File: config.mk
export PLATFORM = sky130hd
export DESIGN_NAME = mux_share_arbiter
export DESIGN_NICKNAME = d
export VERILOG_FILES = /design/src/rtl/mux_share_arbiter.sv
export SDC_FILE = /design/constraint.sdc
export NUM_CORES = 1
export LEC_CHECK = 0
export ABC_AREA = 1
export BUFFER_PORTS_ARGS = -buffer_cell sky130_fd_sc_hd__clkbuf_2
export CAP_MARGIN = 20
export CORE_MARGIN = 3
export CORE_UTILIZATION = 45
export DETAILED_ROUTE_END_ITERATION = 12
export PLACE_DENSITY = 0.7
export SYNTH_ARGS = -nofsm -noshare
export SYNTH_HDL_FRONTEND = slang
export SYNTH_SLANG_ARGS = --single-unit
File: constraint.sdc
create_clock -name clk -period 1.6 [get_ports clk]
set_clock_uncertainty 0.1 [all_clocks]
set_input_delay 0.08 -clock clk [delete_from_list [all_inputs] [get_ports clk]]
set_output_delay 0.08 -clock clk [all_outputs]
set_load 0.05 [all_outputs]
File: src/rtl/mux_share_arbiter.sv
// Four-requester round-robin arbiter with a bounded hold time.
// The grant owner steers a shared 2-level 2:1 mux onto y.
module mux_share_arbiter #(
  parameter int unsigned MAX_HOLD = 4
) (
  input  logic       clk,
  input  logic       rst_n,
  input  logic       en,
  input  logic [3:0] req,
  input  logic [3:0] din,
  output logic [3:0] gnt,
  output logic [1:0] sel,
  output logic       valid,
  output logic       y
);

  typedef enum logic [0:0] {StIdle, StGrant} state_e;

  state_e     state_q, state_d;
  logic [3:0] gnt_q, gnt_d;
  logic [1:0] sel_q, sel_d;
  logic [1:0] ptr_q, ptr_d;
  logic [3:0] hold_q, hold_d;
  logic       valid_q, valid_d;

  logic [1:0] rr_ptr, rr_idx;
  logic       rr_found;
  logic       release_now;
  logic       take;
  logic       mux_lo, mux_hi;

  // At a release the search starts just past the old owner, so it is considered last.
  assign rr_ptr      = (state_q == StGrant) ? sel_q + 2'd1 : ptr_q;
  assign release_now = (state_q == StGrant) && (!req[sel_q] || (hold_q == 4'(MAX_HOLD)));

  // Descending scan: the smallest offset from rr_ptr is assigned last and wins.
  always_comb begin
    rr_found = 1'b0;
    rr_idx   = rr_ptr;
    for (int k = 3; k >= 0; k--) begin
      if (req[rr_ptr + 2'(k)]) begin
        rr_found = 1'b1;
        rr_idx   = rr_ptr + 2'(k);
      end
    end
  end

  always_comb begin
    state_d = state_q;
    gnt_d   = gnt_q;
    sel_d   = sel_q;
    ptr_d   = ptr_q;
    hold_d  = hold_q;
    valid_d = valid_q;
    take    = 1'b0;
    case (state_q)
      StIdle: begin
        take = en && rr_found;
      end
      StGrant: begin
        if (release_now) begin
          ptr_d = sel_q + 2'd1;
          take  = en && rr_found;
          if (!take) begin
            state_d = StIdle;
            gnt_d   = 4'b0000;
            valid_d = 1'b0;
            hold_d  = 4'd0;
          end
        end else if (hold_q != 4'hf) begin
          hold_d = hold_q + 4'd1;
        end
      end
      default: begin
        state_d = StIdle;
        gnt_d   = 4'b0000;
        valid_d = 1'b0;
      end
    endcase
    if (take) begin
      state_d = StGrant;
      sel_d   = rr_idx;
      gnt_d   = 4'b0001 << rr_idx;
      valid_d = 1'b1;
      hold_d  = 4'd1;
    end
  end

  always_ff @(posedge clk or negedge rst_n) begin
    if (!rst_n) begin
      state_q <= StIdle;
      gnt_q   <= 4'b0000;
      sel_q   <= 2'd0;
      ptr_q   <= 2'd0;
      hold_q  <= 4'd0;
      valid_q <= 1'b0;
    end else begin
      state_q <= state_d;
      gnt_q   <= gnt_d;
      sel_q   <= sel_d;
      ptr_q   <= ptr_d;
      hold_q  <= hold_d;
      valid_q <= valid_d;
    end
  end

  // Shared datapath: sel[0] picks within each pair, sel[1] picks the pair.
  assign mux_lo = sel_q[0] ? din[1] : din[0];
  assign mux_hi = sel_q[0] ? din[3] : din[2];
  assign y      = valid_q & (sel_q[1] ? mux_hi : mux_lo);

  assign gnt   = gnt_q;
  assign sel   = sel_q;
  assign valid = valid_q;

endmodule

# Yosys cells after proc, flatten, opt, wreduce, memory -nomap -nowiden
# Index checks and enable logic that the tools add are counted.
dict set report op_classes {
  multipliers 0
  bitwise_logic 2
  eq_ne 4
  n_lt_le_gt_ge 5
  add_sub_neg 5
  div_mod_pow 0
  n_reduce_logical 10
  n_shift 1
  mux 40
}
# operator count
set ops {}
lappend ops {{$mux 4} 8}
lappend ops {{$mux 1} 21}
lappend ops {{$lt 2x3->1 const B} 5}
lappend ops {{$bmux 1 s2} 5}
lappend ops {{$mux 2} 5}
lappend ops {{$reduce_and 3->1} 2}
lappend ops {{$add 2x1->2 const B} 2}
lappend ops {{$add 2x2->2 const B} 2}
lappend ops {{$add 4x1->4 const B} 1}
lappend ops {{$eq 4x3->1 const B} 1}
lappend ops {{$ne 4x4->1 const B} 1}
lappend ops {{$reduce_bool 2->1} 2}
lappend ops {{$shl 1x2->4 const A} 1}
lappend ops {{$ne 3x3->1 const B} 1}
lappend ops {{$reduce_bool 3->1} 1}
lappend ops {{$logic_and 1x1->1} 2}
lappend ops {{$ne 2x2->1 const B} 1}
lappend ops {{$pmux 1 s2} 1}
lappend ops {{$reduce_and 2->1} 1}
lappend ops {{$and 1x1->1} 1}
lappend ops {{$logic_not 1->1} 1}
lappend ops {{$logic_or 1x1->1} 1}
lappend ops {{$not 1->1} 1}
dict set report word_totals {
  memories 0
  latchBits 0
  elab_cells 73
  output_inout_bits 8
  ram_bits 0
  input_bits 11
  register_bits 14
  rom_bits 0
}

# Longest topological paths before layout
# Gate-level depths: netlist (run 1).
dict set report logic_depth {
  ltp_word 14
  depth_mapped 15
  depth_no_buf 14
}

# Worst setup path after synthesis (run 1)
# Ideal clock, no wire load.
dict set report synth_timing {
  path_kind {flip-flop to output port}
  start {register sel_q[0], in the netlist sel[0]}
  end {output y}
  n_path_buf 1
  t_required_ps 1420
  arrival_ps 1801
  path_slack_ps -381
  path_stages_with_launch 6
  path_cell_list {dfrtp_1 > buf_6 > nor2_1 > nor2_1 > o21ai_0 > a21oi_1}
}
dict set report synth_via {
  elab_chain_cells 3
  word_cells_on_any_way 4
}
# element line_no
set synth_lines {}
lappend synth_lines {{start: declaration} 21} ;# logic [1:0] sel_q, sel_d;
lappend synth_lines {{start signal: assignment} 100} ;# sel_q <= sel_d;
lappend synth_lines {{$mux 1 (on tied branches)} {108, 109}}
lappend synth_lines {{$mux 1 *} 110} ;# assign y = valid_q & (sel_q[1] ? mux_hi : mux_lo);
lappend synth_lines {{$and 1x1->1 *} 110}
lappend synth_lines {{end: declaration} 14} ;# output logic y
# Mark *: on every way between the ends. The rest lies on a longest branch, timed or not.

# Worst setup path in the final report (run 1)
dict set report layout_timing {
  start {register sel_q[0], in the netlist sel[0]}
  end {register sel_q[0], in the netlist sel[0]}
}
dict set report layout_via {
  elab_chain_cells 12
  word_cells_on_any_way 29
}
# element line_no
set layout_lines {}
lappend layout_lines {{$add 2x1->2} 33} ;# assign rr_ptr = (state_q == StGrant) ? sel_q + 2'd1 : ptr_q;
lappend layout_lines {{$mux 2} 33}
lappend layout_lines {{$add 2x2->2} {41, 43}}
lappend layout_lines {{$bmux 1 s2} 41} ;# if (req[rr_ptr + 2'(k)]) begin
lappend layout_lines {{$mux 1 (not written as such)} 41}
lappend layout_lines {{$mux 1 (4 in series)} 41}
lappend layout_lines {{$logic_and 1x1->1} {58, 63}}
lappend layout_lines {{$mux 1} 61} ;# if (release_now) begin
lappend layout_lines {{$pmux 1 s2} 56} ;# case (state_q)
# Several ways; a longest one is shown, not always the timed one. The select of a mux whose other input is x is not followed.
# A chain may end at the register's enable or synchronous reset.

==> qor.yml, run 1 <==
cts_buffers: 3
setup_viol_count_final: 10
rsz0062_at_grt: "yes"
design_area_um2: 1567
async_flop_share: 1.000
holdCritPathClass: "in -> async"
clock-sinks: 14
crit_type: "reg -> reg"
multi_input_area_um2: 743.2
core_um2: 2022
fmax_mhz: 567.9
syn_inst: 150
synth.cell_area_um2: 982.2
diodes: 0
syn_nets: 163
synth_edf_count: 0
synth_most_common_cell: "nand2_1"
rrSetupSlack_ns: -0.16
cap_violations: 0
grt_first_pass_wirelength_um: 4312
path_clk_slew_ns: 0.09
synth_common_cells: "nand2_1 (55), inv_1 (16), nand3_1 (15), o21ai_0 (15), dfrtp_1 (14)"
portBuffers: 18
path_common_cell: "nand2_1"
status: "finished, violations left"
final.setup.worst_slack_ns: -0.1608
dpl_cell_area_um2: 1279
start_util: 0.4858
post-route-drc-count: 0
seqCellArea_um2: 354.1
crit_arrival_ns: 1.82
yosys_warnings: 0
antenna_found_initial: 0
ant_nets: 0
cp_cell_sequence: "inv_8 > nand2_8 > nand2_4 > inv_4 > nand2_2 > nand2_1 > nand2_1 > nand2_1 > nand2_2 > nand2_2 > nand2_4 > nand2_4 > nand2_1 > o21ai_1"
slowest_delay_ns: 0.50
drive_above_1_share: 0.5279
ys_seq_elements: 14
syn_area_per_cell_um2: 6.548
peakVddDrop_v: 0.001361
worst_setup_path_end_kind: "flip-flop"
yosysTopAreaCellShare: 0.3567
slew_violations: 0
required_ns: 1.66
hpwlAfterDp_um: 1972
num_vias: 1139
min_period_over_period: 1.101
whs_ns: 0.1445
syn2layout_area_growth_pct: 59.49
clock-root-buffer: "clkbuf_4"
r2r_cells: 14
startpoint_type: "flip-flop"
period_minus_slack_ns: 1.761
synth_top_area_cell: "dfrtp_1"
wire_per_inst_um: 12.79
violations: "negative setup slack"
ys_top_cells_by_area: "dfrtp_1 (36%), nand2_1 (21%), nand3_1 (7.6%)"
dr.pass1.iters: 4
gp_congestion: 0.7250
viasPerCell: 5.085
htree_levels: 1
first_global_vias: 1031
overflow: 0
slew_headroom: 0.7652
crit_path_max_fanout: 8
synth_top_flop_cell: "dfrtp_1"
cts_tree: "yes"
slowest_stage: "dfrtp_2"
die_area_um2: 2779
p_leak_nw: 0.8211
ys_seq_area_frac: 0.3567
wirelength_um: 2864
worst_pin_slew_ns: 0.3522
r2r_end: "sel[0]$_DFFE_PN0P_"
clkLatencyLatePin_ns: 0.27
ys_types: 21
nNetsFinal: 211
p_per_area_nw_per_um2: 2384
drt_iter0_drc: 21
num-fill-cells: 145
clockBufferDepth: 2
gr-usage-all-layers: 0.2072
io_pins: 19
grt_max_degree: 15
die_x_um: 52.72
die_h_um: 52.72
fp-row-count: 16
hold_viol: 0
reg2reg_from: "sel[0]$_DFFE_PN0P_"
## where the power goes
| part | total [mW] | leakage (nW) | switching (mW) | internal (mW) |
|---|---|---|---|---|
| clock network | 0.244 | 0.0210 | 0.106 | 0.138 |
| logic | 2.83 | 0.627 | 1.72 | 1.11 |
| registers | 0.662 | 0.173 | 0.164 | 0.498 |
| total | 3.73 | 0.821 | 1.99 | 1.75 |
## flip-flops by register name (all words and copies together) (netlist names)
name and flops:
valid 1, state_q 1, ptr_q 2, sel 2, hold_q 4, gnt 4
## logic make-up after synthesis
family,synth area share
AND/OR/NAND/NOR,0.4255
AO/OA/AOI/OAI,0.1019
adder cells (fa/ha/maj),0.02547
flip-flops,0.3567
buffers and inverters,0.09045
## critical path, delay by kind of cell, from the launching register on
kind | cells | cell delay [ns]
AOI/OAI and AO/OA | 1 | 0.07
DFF | 1 | 0.50
buffers and inverters | 2 | 0.16
and+or+nand+nor | 11 | 0.80
## cells in the final DEF (no fill, tap or decap), drive strengths merged
cell type	synthesis	final
a21oi	1	1
a31oi	1	1
buf	1	25
clkbuf	0	21
dfrtp	14	14
dlygate4sd3	0	2
ha	2	2
inv	20	20
nand2	61	61
nand3	16	16
nand4	3	3
nor2	11	11
nor3	1	1
nor3b	1	1
o21ai	17	17
or2	1	1
## per-stage QoR
stage	setup WS, ns	util	cells	setup TNS, ns	power [mW]
finish	-0.1608	0.7748	224	-0.9019	3.734
global route	-0.2402	0.7748	224	-1.874	4.023
CTS	-0.08019	0.6949	221	-0.2755	3.205
detailed placement	-0.1448	0.6324	213	-0.8433	2.770
global placement	-0.1166	0.6324	213	-0.5399	2.717
floorplan	-0.1335	-	150	-1.029	2.066
## worst max path at each step
stage               slack [ns]                    end  depth (start not counted)          startpoint
floorplan                -0.13  hold_q[2]$_DFFE_PN0P_                         10  sel[0]$_DFFE_PN0P_
global placement         -0.12     sel[0]$_DFFE_PN0P_                         12   state_q$_DFF_PN0_
detailed placement       -0.14     gnt[3]$_DFFE_PN0P_                         12   state_q$_DFF_PN0_
CTS                      -0.08     gnt[3]$_DFFE_PN0P_                         14  sel[0]$_DFFE_PN0P_
global route             -0.24     sel[0]$_DFFE_PN0P_                         14   state_q$_DFF_PN0_
finish                   -0.16     sel[0]$_DFFE_PN0P_                         14  sel[0]$_DFFE_PN0P_
## metal layers
metal	part of all wire	global-route usage	vias up
met5	0	0	-
met4	0.014	0.06383	0
met3	0.016	0.01709	4
met2	0.54	0.3740	11
met1	0.43	0.2575	548
li1	-	-	576
## cell type report
| cell class | count | share of cell area |
|---|---|---|
| clock buffer | 4 | 0.02316 |
| timing repair buffer | 44 | 0.1989 |
| sequential | 14 | 0.2260 |
| multi-input combinational | 115 | 0.4744 |
| tap | 27 | 0.02157 |
| inverter | 20 | 0.05591 |
## repair_timing
item	4_1_cts	5_1_grt
hold buffers	2	0
endpoints found under the setup margin	11	14
pin swaps	4	29
endpoints found under the hold margin	15	0
setup buffers	2	3
resized for setup	21	41
Note: power is estimated with default switching activity, not from simulation.
==> inputs of run 2 (changes only) <==
--- a/config.mk
+++ b/config.mk
@@ -6,7 +6,7 @@
 export NUM_CORES = 1
 export LEC_CHECK = 0
 export ABC_AREA = 1
-export BUFFER_PORTS_ARGS = -buffer_cell sky130_fd_sc_hd__clkbuf_2
+export BUFFER_PORTS_ARGS = -buffer_cell sky130_fd_sc_hd__buf_2
 export CAP_MARGIN = 20
 export CORE_MARGIN = 3
 export CORE_UTILIZATION = 45
==> qor.yml, run 2 (same netlist as run 1, synthesis figures left out) <==
status: "finished, violations left"
violations: "negative setup slack"
r2r_end: "gnt[1]$_DFFE_PN0P_"
grt_max_degree: 15
slew_headroom: 0.7905
multi_input_area_um2: 666.9
layout_commonest_cell: "nand2_1"
grtUsageMet3: 0.01994
gr-usage-all-layers: 0.2137
drt_iter0_drc: 20
met1_usage: 0.2588
worst_pin_slew_ns: 0.3142
start_util: 0.4858
cap_violations: 0
htree_levels: 1
clockBufferDepth: 2
core_um2: 2022
hpwlAfterDp_um: 1958
cts_tree: "yes"
crit_arrival_ns: 1.74
slew_violations: 0
diodes: 0
syn2layout_area_growth_pct: 46.50
nNetsFinal: 207
num-fill-cells: 161
min_period_over_period: 1.052
peakVddDrop_v: 0.001318
use_met2: 0.3926
dr.pass1.iters: 4
clkLatencyLatePin_ns: 0.27
num_vias: 1091
startpoint_type: "flip-flop"
slowest_delay_ns: 0.49
critPathBufInv: 1
setup_viol_count_final: 8
crit_type: "reg -> reg"
grt_first_pass_wirelength_um: 4471
rsz0062_at_grt: "yes"
first_global_vias: 1083
overflow: 0
clock-root-buffer: "clkbuf_4"
r2r_cells: 14
period_minus_slack_ns: 1.683
worst_setup_path_end_kind: "flip-flop"
grt_busiest_layer: "met2"
wire_per_inst_um: 11.76
path_clk_slew_ns: 0.08
gp_congestion: 0.7820
p_per_area_nw_per_um2: 2339
fp-row-count: 16
final_cell_mix: "nand2_1 (38), buf_4 (19), buf_2 (17)"
die_x_um: 52.72
holdCritPathClass: "in -> async"
fmax_mhz: 594.2
required_ns: 1.66
design_area_um2: 1439
final.setup.worst_slack_ns: -0.08282
dpl_cell_area_um2: 1256
rrSetupSlack_ns: -0.08
portBuffers: 18
clock-sinks: 14
cts_buffers: 3
total_power_mw: 3.365
p_leak_nw: 0.7794
viasPerCell: 4.959
die_area_um2: 2779
path_common_cell: "nand2_2"
drive_above_1_share: 0.4456
crit_path_max_fanout: 6
hold_viol: 0
io_pins: 19
wirelength_um: 2587
die_h_um: 52.72
reg2reg_from: "state_q$_DFF_PN0_"
antenna_found_initial: 0
ant_nets: 0
slowest_stage: "dfrtp_2"
crit_family: "simple AND/OR/NAND/NOR gates"
seqCellArea_um2: 354.1
post-route-drc-count: 0
cp_cell_sequence: "inv_4 > nand2_4 > nand3_2 > nand2_2 > nand2_1 > nand2_2 > nand2_1 > nand2_1 > nand2_2 > nand2_2 > nand2_4 > nand2_2 > nand3_1 > nand2_1"
==> run 2: cell count changes in the layout (fill, tap and decap cells not counted), sizes merged <==
cell,before,now
clkbuf,21,4
buf,25,38
==> run 2: cell type report <==
cell class / count / area share
well taps: 27 / 0.02348
inverters: 20 / 0.06087
repair buffers: 40 / 0.1878
flip-flops and latches: 14 / 0.2461
multi-input cells: 115 / 0.4635
clock buffers: 4 / 0.01826
==> run 2: metal layers <==
layer / part of all wire / up-vias
met5: 0 / -
met4: 0.014 / 0
met3: 0.027 / 4
met2: 0.52 / 22
met1: 0.44 / 501
li1: - / 564
==> run 2: through the flow <==
step / cells / hold WS (ns) / utilization / setup WS (ns) / setup TNS, ns
finish: 220 / 0.1368 / 0.7116 / -0.08282 / -0.4052
global route: 220 / 0.1561 / 0.7116 / -0.2085 / -1.649
CTS: 218 / 0.1288 / 0.6770 / -0.08718 / -0.3835
detailed placement: 210 / -0.1105 / 0.6213 / -0.1524 / -0.8289
global placement: 210 / -0.1076 / 0.6213 / -0.1275 / -0.5936
floorplan: 150 / -0.3156 / - / -0.1335 / -1.029
==> run 2: worst max-delay path by stage <==
stage                     depth (start not counted)               start                    end  slack (ns)
after floorplan                                  10  sel[0]$_DFFE_PN0P_  hold_q[2]$_DFFE_PN0P_       -0.13
after global placement                           12   state_q$_DFF_PN0_     sel[0]$_DFFE_PN0P_       -0.13
after detailed placement                         12   state_q$_DFF_PN0_     sel[0]$_DFFE_PN0P_       -0.15
after CTS                                        14  sel[0]$_DFFE_PN0P_     gnt[1]$_DFFE_PN0P_       -0.09
after global routing                             14   state_q$_DFF_PN0_     sel[0]$_DFFE_PN0P_       -0.21
final                                            14   state_q$_DFF_PN0_     gnt[1]$_DFFE_PN0P_       -0.08
==> run 2: timing repair <==
item / 4_1_cts / 5_1_grt
gates resized for setup: 21 / 19
endpoints found under the setup margin: 11 / 13
pin swaps: 9 / 10
endpoints found under the hold margin: 15 / 0
hold buffers: 2 / 0
buffers inserted: 2 / 2
==> run 2: where the power goes <==
group | switching, mW | leakage (nW) | internal [mW]
logic | 1.53 | 0.592 | 0.979
registers | 0.159 | 0.173 | 0.498
clock network | 0.104 | 0.0150 | 0.0966
==> inputs of run 3 (changes only) <==
--- a/config.mk
+++ b/config.mk
@@ -9,9 +9,9 @@
 export BUFFER_PORTS_ARGS = -buffer_cell sky130_fd_sc_hd__buf_2
 export CAP_MARGIN = 20
 export CORE_MARGIN = 3
-export CORE_UTILIZATION = 45
+export CORE_UTILIZATION = 48
 export DETAILED_ROUTE_END_ITERATION = 12
-export PLACE_DENSITY = 0.7
+export PLACE_DENSITY = 0.74
 export SYNTH_ARGS = -nofsm -noshare
 export SYNTH_HDL_FRONTEND = slang
 export SYNTH_SLANG_ARGS = --single-unit
==> qor.yml, run 3 (same netlist as run 1, synthesis figures left out) <==
status: "finished, violations left"
violations: "negative setup slack"
final.setup.worst_slack_ns: -0.1670
grt_first_pass_wirelength_um: 4560
hpwlAfterDp_um: 1949
r2r_cells: 14
portBuffers: 18
die_h_um: 51.24
reg2reg_from: "state_q$_DFF_PN0_"
drive_above_1_share: 0.5202
period_minus_slack_ns: 1.767
crit_type: "reg -> reg"
min_period_over_period: 1.104
overflow: 0
first_global_vias: 1085
cap_violations: 0
ant_nets: 0
slew_headroom: 0.7862
antenna_found_initial: 0
setup_viol_count_final: 14
crit_arrival_ns: 1.89
slew_violations: 0
clockBufferDepth: 2
worst_setup_path_end_kind: "flip-flop"
met2WireLength_um: 1733
viasPerCell: 5.256
die_area_um2: 2625
start_util: 0.5395
final-instance-count-excl-fill: 223
clkLatencyLatePin_ns: 0.29
cts_tree: "yes"
dr.pass1.iters: 4
core_um2: 1821
hold_viol: 0
gr-usage-all-layers: 0.2278
r2r_end: "gnt[3]$_DFFE_PN0P_"
fp-row-count: 15
wl_met3_um: 78
die_x_um: 51.24
drt-met1-wl_um: 1453
startpoint_type: "flip-flop"
setup-tns-final_ns: -1.482
htree_levels: 1
io_pins: 19
worst_pin_slew_ns: 0.3207
grt_max_degree: 15
diodes: 0
wirelength_um: 3317
syn2layout_area_growth_pct: 62.29
clock-sinks: 14
final_cell_mix: "nand2_1 (36), buf_4 (22), buf_2 (17)"
design_area_um2: 1594
required_ns: 1.72
holdCritPathClass: "in -> async"
path_clk_slew_ns: 0.09
num_vias: 1172
placed_cells: 209
highest_layer: "met4"
nNetsFinal: 212
rsz0062_at_grt: "yes"
clock-root-buffer: "clkbuf_4"
gp_congestion: 0.8473
fmax_mhz: 565.9
rrSetupSlack_ns: -0.17
wire_per_inst_um: 14.87
drt_iter0_drc: 21
post-route-drc-count: 0
cts_buffers: 3
crit_path_max_fanout: 7
layout_commonest_cell: "nand2_1"
dpl_cell_area_um2: 1261
[run 3: metrics by stage]
step,setup WS [ns],hold slack [ns],utilization
finish,-0.1670,0.1152,0.8756
floorplan,-0.1335,-0.3156,-
detailed placement,-0.1740,-0.1098,0.6928
global route,-0.2471,0.1496,0.8756
CTS,-0.1013,0.1049,0.7636
global placement,-0.1317,-0.1154,0.6928
[run 3: worst max-delay path by stage]
stage	from	endpoint	slack (ns)
finish	state_q$_DFF_PN0_	gnt[3]$_DFFE_PN0P_	-0.17
global route	sel[0]$_DFFE_PN0P_	hold_q[2]$_DFFE_PN0P_	-0.25
CTS	state_q$_DFF_PN0_	gnt[3]$_DFFE_PN0P_	-0.10
detailed placement	state_q$_DFF_PN0_	gnt[3]$_DFFE_PN0P_	-0.17
global placement	state_q$_DFF_PN0_	gnt[3]$_DFFE_PN0P_	-0.13
floorplan	sel[0]$_DFFE_PN0P_	hold_q[2]$_DFFE_PN0P_	-0.13
[run 3: layout make-up]
type,count,area [um2]
Clock buffer,4,36.28
Fill cell,92,226.5
Inverter,20,92.59
Multi-Input combinational cell,115,755.7
Sequential cell,14,354.1
Tap cell,25,31.28
Timing Repair Buffer,45,324.1
[run 3: metal layers]
metal  up-vias  track usage
met4         0      0.05240
li1        578            -
met5         -            0
met3         8      0.03790
met2        25       0.4356
met1       561       0.2610
[run 3: critical path, stage by stage (launching register included)]
cell,delay [ns]
dfrtp_2,0.50
buf_12,0.16
nand2_8,0.09
nand3_2,0.09
nand2_2,0.08
nand2_1,0.07
nand2_2,0.08
nand2_2,0.04
nand2_1,0.07
nand2_2,0.08
nand2_2,0.09
nand2_4,0.06
nand2_4,0.07
nand3_2,0.07
nand2_2,0.05
[run 3: what timing repair did]
item / CTS / global route
setup buffers: 5 / 3
endpoints found under the setup margin: 12 / 14
endpoints found under the hold margin: 15 / 0
pin swaps: 8 / 13
hold buffers: 2 / 0
resized for setup: 16 / 50
Power of run 3 is not shown: default switching activity piles up to over one toggle a cycle in this logic, so the estimate is an artifact.
